### src/rtl/john_pkg.sv
// john_pkg: shared types and default sizes for the Johnson sequencer.
//   john_state_t : sequencer FSM states (IDLE, RUN, PAUSE)
//   JOHN_WIDTH   : default Johnson stage count (sequence length 2*WIDTH)
//   JOHN_CYC_W   : default width of the rotation-count operand
//   JOHN_DIV_W   : default width of the step prescaler operand
package john_pkg;

  localparam int JOHN_WIDTH = 4;
  localparam int JOHN_CYC_W = 8;
  localparam int JOHN_DIV_W = 8;

  typedef enum logic [1:0] {
    IDLE  = 2'd0,
    RUN   = 2'd1,
    PAUSE = 2'd2
  } john_state_t;

endpackage

### src/rtl/john_cnt_core.sv
// john_cnt_core: Johnson counter register, one-hot phase decode, last-state
// flag and illegal-state detection.
// Optional build macro: JOHN_SELF_CORRECT_EN. When it is defined, a count
// outside the 2*WIDTH legal states is forced to 0 at the next edge and
// flagged on 'illegal'. Without it, illegal states follow the plain shift
// rule and 'illegal' is tied low.
// Ports:
//   clk     in   system clock, rising edge
//   clr     in   asynchronous active-low reset
//   en      in   advance the counter one Johnson step at the next edge
//   sclr    in   synchronous clear to 0 (wins over en)
//   count   out  Johnson counter value
//   phase   out  one-hot decode of count (bit k = k-th state of the sequence)
//   last    out  count is in the final state (1 followed by zeros)
//   illegal out  count is not a legal Johnson state
module john_cnt_core
  import john_pkg::*;
#(
  parameter int WIDTH = JOHN_WIDTH
) (
  input  logic               clk,
  input  logic               clr,
  input  logic               en,
  input  logic               sclr,
  output logic [WIDTH-1:0]   count,
  output logic [2*WIDTH-1:0] phase,
  output logic               last,
  output logic               illegal
);

  logic [WIDTH-1:0] count_q;
  logic [WIDTH-1:0] count_nx;

  assign count_nx = {count_q[WIDTH-2:0], ~count_q[WIDTH-1]};
  assign count    = count_q;
  assign last     = (count_q == {1'b1, {(WIDTH-1){1'b0}}});

  // Each phase bit looks at one adjacent bit pair; bits 0 and WIDTH use the
  // wrap-around pair (MSB, LSB).
  always_comb begin
    phase        = '0;
    phase[0]     = ~count_q[WIDTH-1] & ~count_q[0];
    phase[WIDTH] =  count_q[WIDTH-1] &  count_q[0];
    for (int k = 1; k < WIDTH; k++) begin
      phase[k]         =  count_q[k-1] & ~count_q[k];
      phase[WIDTH + k] = ~count_q[k-1] &  count_q[k];
    end
  end

`ifdef JOHN_SELF_CORRECT_EN
  // A legal Johnson word has at most one 0/1 boundary between adjacent bits.
  logic seen_edge;
  always_comb begin
    seen_edge = 1'b0;
    illegal   = 1'b0;
    for (int i = 0; i < WIDTH - 1; i++) begin
      if (count_q[i+1] != count_q[i]) begin
        if (seen_edge) illegal = 1'b1;
        seen_edge = 1'b1;
      end
    end
  end
`else
  assign illegal = 1'b0;
`endif

  always_ff @(posedge clk or negedge clr) begin
    if (!clr) begin
      count_q <= '0;
    end else if (sclr) begin
      count_q <= '0;
    end else if (illegal) begin
      count_q <= '0;
    end else if (en) begin
      count_q <= count_nx;
    end
  end

endmodule

### src/rtl/john_seq_ctrl.sv
// john_seq_ctrl: runs a Johnson counter for a programmed number of full
// rotations at a programmable step rate, with start/busy/done handshake,
// hold/abort control and step/wrap strobes.
// Optional build macro: JOHN_SELF_CORRECT_EN (illegal count self-correction
// with an err pulse; err is tied low when undefined).
// Ports:
//   clk    in   system clock, rising edge
//   clr    in   asynchronous active-low reset
//   start  in   run request, sampled only in IDLE
//   cycles in   rotations to run (0 = until abort)
//   div    in   step period minus 1 (0 = step every clock)
//   hold   in   level, freezes the sequence
//   abort  in   level, ends the run without done
//   busy   out  high in RUN and PAUSE
//   done   out  one-cycle pulse in the first IDLE cycle after the final wrap
//   count  out  Johnson counter value
//   phase  out  one-hot decode of count
//   step   out  count advances at the next edge
//   wrap   out  step while count is in its last state
//   err    out  illegal-state pulse
//
// state | meaning
// IDLE  | count held at 0, waiting for start
// RUN   | prescaler counting, count advances when it reaches 0
// PAUSE | hold asserted, prescaler/count/remaining frozen
module john_seq_ctrl
  import john_pkg::*;
#(
  parameter int WIDTH = JOHN_WIDTH,
  parameter int CYC_W = JOHN_CYC_W,
  parameter int DIV_W = JOHN_DIV_W
) (
  input  logic               clk,
  input  logic               clr,
  input  logic               start,
  input  logic [CYC_W-1:0]   cycles,
  input  logic [DIV_W-1:0]   div,
  input  logic               hold,
  input  logic               abort,
  output logic               busy,
  output logic               done,
  output logic [WIDTH-1:0]   count,
  output logic [2*WIDTH-1:0] phase,
  output logic               step,
  output logic               wrap,
  output logic               err
);

  john_state_t      state_q;
  logic [DIV_W-1:0] presc_q;
  logic [DIV_W-1:0] div_q;
  logic [CYC_W-1:0] remaining_q;
  logic             done_q;

  logic run_step;
  logic last;
  logic illegal;
  logic sclr;

  // Step only in RUN with the prescaler expired; abort and hold both win.
  assign run_step = (state_q == RUN) && !abort && !hold && (presc_q == '0);
  assign sclr     = (state_q == IDLE) || abort;

  assign step = run_step;
  assign wrap = run_step && last;
  assign busy = (state_q != IDLE);
  assign done = done_q;
  assign err  = illegal && (state_q != IDLE);

  john_cnt_core #(
    .WIDTH (WIDTH)
  ) u_core (
    .clk     (clk),
    .clr     (clr),
    .en      (run_step),
    .sclr    (sclr),
    .count   (count),
    .phase   (phase),
    .last    (last),
    .illegal (illegal)
  );

  always_ff @(posedge clk or negedge clr) begin
    if (!clr) begin
      state_q     <= IDLE;
      presc_q     <= '0;
      div_q       <= '0;
      remaining_q <= '0;
      done_q      <= 1'b0;
    end else begin
      done_q <= 1'b0;
      case (state_q)
        IDLE: begin
          if (start && !abort) begin
            state_q     <= RUN;
            div_q       <= div;
            presc_q     <= div;
            remaining_q <= cycles;
          end
        end
        RUN: begin
          if (abort) begin
            state_q     <= IDLE;
            presc_q     <= '0;
            remaining_q <= '0;
          end else if (hold) begin
            state_q <= PAUSE;
          end else if (presc_q != '0) begin
            presc_q <= presc_q - 1'b1;
          end else begin
            presc_q <= div_q;
            // remaining == 0 means free-running: never decremented.
            if (last && (remaining_q != '0)) begin
              remaining_q <= remaining_q - 1'b1;
              if (remaining_q == CYC_W'(1)) begin
                state_q <= IDLE;
                presc_q <= '0;
                done_q  <= 1'b1;
              end
            end
          end
        end
        PAUSE: begin
          if (abort) begin
            state_q     <= IDLE;
            presc_q     <= '0;
            remaining_q <= '0;
          end else if (!hold) begin
            state_q <= RUN;
          end
        end
        default: state_q <= IDLE;
      endcase
    end
  end

endmodule

### config.mk
export PLATFORM = sky130hd
export DESIGN_NAME = john_seq_ctrl
export DESIGN_NICKNAME = d
export VERILOG_FILES = /design/src/rtl/john_pkg.sv /design/src/rtl/john_cnt_core.sv /design/src/rtl/john_seq_ctrl.sv
export SDC_FILE = /design/constraint.sdc
export NUM_CORES = 1
export LEC_CHECK = 0
export CORE_MARGIN = 2
export CORE_UTILIZATION = 53
export CTS_CLUSTER_DIAMETER = 30
export DETAILED_ROUTE_END_ITERATION = 6
export PLACE_DENSITY = 0.86
export SLEW_MARGIN = 20
export SYNTH_ARGS = -nofsm -noshare
export SYNTH_HDL_FRONTEND = slang
export SYNTH_SLANG_ARGS = --single-unit
### constraint.sdc
create_clock -name clk -period 2.25 [get_ports clk]
set_input_delay 0.3375 -clock clk [delete_from_list [all_inputs] [get_ports clk]]
set_output_delay 0.3375 -clock clk [all_outputs]
set_load 0.005 [all_outputs]
# After elaboration in Yosys (flattened, before gate mapping)
# Index checks and enable logic that the tools add are counted.
# word_totals
reg_bits	31
input_bits	21
output_inout_bits	17
wordCells	84
# classes
n_addsub	2
n_eq_ne	13
mux	31
bitwise	12
n_reduce_logical	20
# op_table
cell	n
$mux 8	12
$pmux 8 s3	2
$mux 2	8
$reduce_bool 8->1	2
$sub 8x1->8 const B	2
$ne 3x3->1 const B	3
$and 1x1->1	8
$eq 8x1->1 const B	1
$logic_not 8->1	1
$mux 4	2
$ne 4x3->1 const B	2
$logic_and 1x1->1	6
$mux 1	6
$pmux 2 s3	1
$reduce_and 6->1	1
$reduce_and 5->1	1
$eq 4x4->1 const B	1
$ne 4x4->1 const B	1
$not 1->1	4
$reduce_and 4->1	1
$reduce_bool 2->1	2
$ne 3x2->1 const B	1
$reduce_bool 3->1	1
$eq 2x1->1 const B	1
other kinds (7)	8

# Depth between registers and ports, before layout
# depth
word_depth	7
depth_mapped	7
depth_no_buf	6

# By module
# Synthesis repeated with hierarchy kept, for this count alone.
# unflattened
cells_unflattened	215
area_unflattened_um2	2105.8
# by_module_without_submodules
module	n_inst	cells_per_inst	area_per_inst_um2	seq_area_each_um2
john_seq_ctrl	1	191	1864.3	675.6
john_cnt_core	1	24	241.5	100.1

# Worst setup path before layout
# No wires, ideal clock.
# synth_timing
kind	register to register
start	register state_q[0]
end	register remaining_q[2]
setup_ns	0.133
arrival_ns	1.723
t_required_ns	2.117
slack_ns	0.394
path_stages_with_launch	8
n_path_buf	2
period_less_slack_ns	1.856
path_cell_list	dfrtp_1 -> inv_1 -> ha_1 -> clkbuf_1 -> a221o_1 -> buf_2 -> o21ai_0 -> o211ai_2
# synth_via
elab_chain_len	3
elab_cells_between_ends	11
cone_classes	eq/ne (7); mux (1); reduce/logical (3)
# synth_lines
element	line_no	source
from (decl)	john_seq_ctrl.sv:49	john_state_t state_q;
from (signal assigned)	john_seq_ctrl.sv:85	state_q <= IDLE;
from (signal assigned)	john_seq_ctrl.sv:95	state_q <= RUN;
from (signal assigned)	john_seq_ctrl.sv:103	state_q <= IDLE;
$eq 2x1->1, or another cell as far along	john_seq_ctrl.sv:92	case (state_q)
$ne 3x2->1 (no source line), or another cell as far along	n/a	
$reduce_and 6->1 (no source line)	n/a	
to (signal assigned)	john_seq_ctrl.sv:98	remaining_q <= cycles;
to (signal assigned)	john_seq_ctrl.sv:114	remaining_q <= remaining_q - 1'b1;
to (decl)	john_seq_ctrl.sv:52	logic [CYC_W-1:0] remaining_q;
# Parallel ways exist; a longest one is shown, timed or not.
# A chain may end at the register's enable or synchronous reset.

# Worst setup path in the final report
# layout_timing
start	register presc_q[1]
end	register remaining_q[6]
# layout_via
elab_chain_len	3
# layout_lines
element	line_no	source
from (decl)	john_seq_ctrl.sv:50	logic [DIV_W-1:0] presc_q;
from (signal assigned)	john_seq_ctrl.sv:97	presc_q <= div;
from (signal assigned)	john_seq_ctrl.sv:109	presc_q <= presc_q - 1'b1;
from (signal assigned)	john_seq_ctrl.sv:111	presc_q <= div_q;
$reduce_bool 8->1	john_seq_ctrl.sv:108	end else if (presc_q != '0) begin
$ne 3x3->1 (no source line)	n/a	
$reduce_and 6->1 (no source line)	n/a	
# Every way passes these cells.

==> metrics <==
status completed; Vias 1982; CP cell instances inv_2 -> ha_2 -> nor3b_4 -> buf_4 -> buf_4 -> buf_4 -> a31oi_1 -> a211o_1 -> o211ai_1; register area share after synthesis approximately 35%; Max Cap Viol 0; Critical R2R Capture remaining_q[6]$_DFFE_PN0P_; first-pass GRT wire length 9100 um; H-tree lvl count 2; Initial Utilization 55.7%; RSZ-0062 raised after global routing false; Reg2Reg Depth 9; crit path max-delay cell type a211o_1; final net count 314; Fin Clk Skew 0.00268 ns; Netlist cell types 59; io pins 38; EDFF count, synth 0; Hold Slack 0.438 ns; Clk Latency, worst-skew pair 0.29 ns; worst min path class in -> async; GRT overflow 0; part of the power in registers 28.0%; switching pwr around 1.7 mW; Seq cells post-synth 31; top post-synthesis cells by area dfrtp_1, nor2b_1, mux2i_1; Power Dens Cells 1300 mW/mm^2; Tmin final slightly above 2 ns; die area about 0.0048 sq mm; setup ws final 0.186 ns; die height 69.0 um; Peak Freq 484 MHz; vias in the first global route 1942; placed insts 319; Logic pwr share 59.9%; CTS tree built; Slowest Stage Delay on Critical Path 0.43 ns; GRT Util Overall 23.6%; Routed Antenna Nets 0; diode count 0; Critical Path AT 2.27 ns; Synth Instances 229; hpwl dp 3720 um; cell taking the most area after synthesis dfrtp_1; flip-flop and latch area 776 sq um; CTS sink count 31; Post-Layout Cell Count 334; Syn Nets 259; R2R setup slack 0.19 ns; initial antenna violation count 0; Clock transition at path regs 0.07 ns; P_leak roughly 1.3 nW; reg2reg start presc_q[1]$_DFFE_PN0P_; multi-input logic area 0.00139 sq mm; Layout area overhead 28.7%; switch share between 40 and 50%; Hold Vio Cnt, Final 0; Syn Std Cell Area 0.00224 sq mm; Starting DRT DRC Count between 150 and 200; Startpoint Class register; Clock power frac 12.2%; Yosys warnings 0; syn avg cell area 9.79 sq um; via/cell ratio ~5.9; Worst Path Required 2.46 ns; Placer Congestion 0.882; final setup fails 0; Final Cycle Share between 90% and 100%; clk root buf clkbuf_8; Synth top cells by count dfrtp_1, nor2b_1, a21oi_1, nor2_1; Buffers on Ports 36; Primary FF master, synth dfrtp_1; Clock Path Buffers 2; Setup WS pre-CTS 0.0267 ns; Final Max Tran Viols 0; largest net degree at the start of global routing 32; Crit. End Element register; most used cell, CP buf_4; share of cells above drive strength 1 21.8%; Cell Rows 23; Yosys top cell area share 34.6%; worst-path maximum fanout 8; CP Class reg -> reg; # DRC 0; Pre-Repair DR Iteration Count 4; Total Routed Length 5420 um; Die Wd 69.0 um; Pint 2.10 mW; Critical path origin presc_q[1]$_DFFE_PN0P_; CORE AREA 0.00403 sq mm; top-count cell post-synth dfrtp_1; fillers 304; Post-synth ARST share 100%; Setup TNS 0 ns; IR drop worst, VDD 606 uV; WL per Instance 16.2 um; total CTS buffers 5
[worst max-delay path by stage]
stage	end	slack (ns)	cells after the start
after floorplan	remaining_q[2]$_DFFE_PN0P_	0.39	7
after global placement	wrap	0.04	5
after detailed placement	wrap	0.03	5
after CTS	step	0.07	5
after global routing	busy	0.08	4
final	remaining_q[6]$_DFFE_PN0P_	0.19	9
[worst max-delay path, delay by kind of cell (launching register included)]
family,cells,cell delay (ns)
AO/OA/AOI/OAI,3,0.75
adder cells (fa/ha/maj),1,0.18
buffers and inverters,4,0.43
flip-flops,1,0.40
AND/OR/NAND/NOR,1,0.21
[through the flow]
| step | instance area, sq um | utilization [%] | power [mW] |
|---|---|---|---|
| global placement | 2710 | 67.2 | 3.07 |
| global route | 2890 | 71.6 | 4.04 |
| detailed placement | 2710 | 67.2 | 3.13 |
| CTS | 2850 | 70.8 | 3.70 |
| floorplan | 2240 | - | 2.59 |
| finish | 2890 | 71.6 | 3.76 |
[placed cells by master (no fill, tap or decap), types with 3 or more instances in the layout]
| cell | synthesis | layout |
|---|---|---|
| nor2b_1 | 20 | 20 |
| o31ai_1 | 5 | 5 |
| a21oi_1 | 14 | 14 |
| mux2_2 | 9 | 9 |
| inv_1 | 12 | 10 |
| o21ai_0 | 9 | 9 |
| a31oi_1 | 7 | 7 |
| mux2i_1 | 12 | 12 |
| nor2_1 | 14 | 14 |
| nor3_1 | 8 | 8 |
| nand2_1 | 8 | 8 |
| dfrtp_1 | 31 | 31 |
| o211ai_1 | 4 | 4 |
| buf_4 | 2 | 22 |
| ha_1 | 9 | 7 |
| o211ai_2 | 3 | 3 |
| clkbuf_8 | 0 | 6 |
| clkdlybuf4s50_1 | 0 | 34 |
| nand3_1 | 5 | 5 |
| a21o_1 | 3 | 3 |
[area by class of cell]
cell class	instances	share of cell area, %
inverter	12	1.56
clock buffer	6	2.86
clock inverter	1	0.173
sequential	31	26.9
multi-input combinational	176	48.1
timing repair buffer	58	18.3
tap	50	2.17
[what timing repair did]
item | in CTS | in global routing
hold buffers | 0 | 0
buffers inserted | 5 | 3
endpoints found under the setup margin | 2 | 1
cloned | 0 | 0
pin swaps | 1 | 1
gates resized for setup | 7 | 3
[kinds of logic (layout without fill, tap and decap cells)]
kind of cell               count (synthesis)  after routing  share of synthesized area, %
other                                      1              1                         0.167
buffers and inverters                     22             77                          4.74
and+or+nand+nor                           82             82                          24.0
DFF                                       31             31                          34.6
adders and majority gates                  9              9                          5.02
muxes                                     22             22                          10.5
AOI/OAI and AO/OA                         60             60                          20.1
xor gates and xnor gates                   2              2                         0.781
[registers in the layout (all words and copies together), names as in the netlist]
signal and cells:
div_q 8, done 1, u_core.count 4, presc_q 8, remaining_q 8, state_q 2
[power by group through the flow]
stage / Combinational (mW) / Sequential, mW / Clock [mW]
finish: 2.25 / 1.05 / 0.458
global route: 2.46 / 1.08 / 0.494
CTS: 2.19 / 1.04 / 0.468
detailed placement: 2.08 / 1.05 / 0
global placement: 2.03 / 1.04 / 0
floorplan: 1.60 / 0.989 / 0
[per-layer routing]
| metal | global-route usage [%] | share of wire (%) | vias up |
|---|---|---|---|
| met3 | 6.14 | 5.5 | 11 |
| met4 | 9.37 | 1.9 | 0 |
| met2 | 38.7 | 49 | 77 |
| met1 | 29.5 | 43 | 941 |
| li1 | - | - | 953 |
| met5 | 0 | 0 | - |
Power figures use the tool's default switching activity.
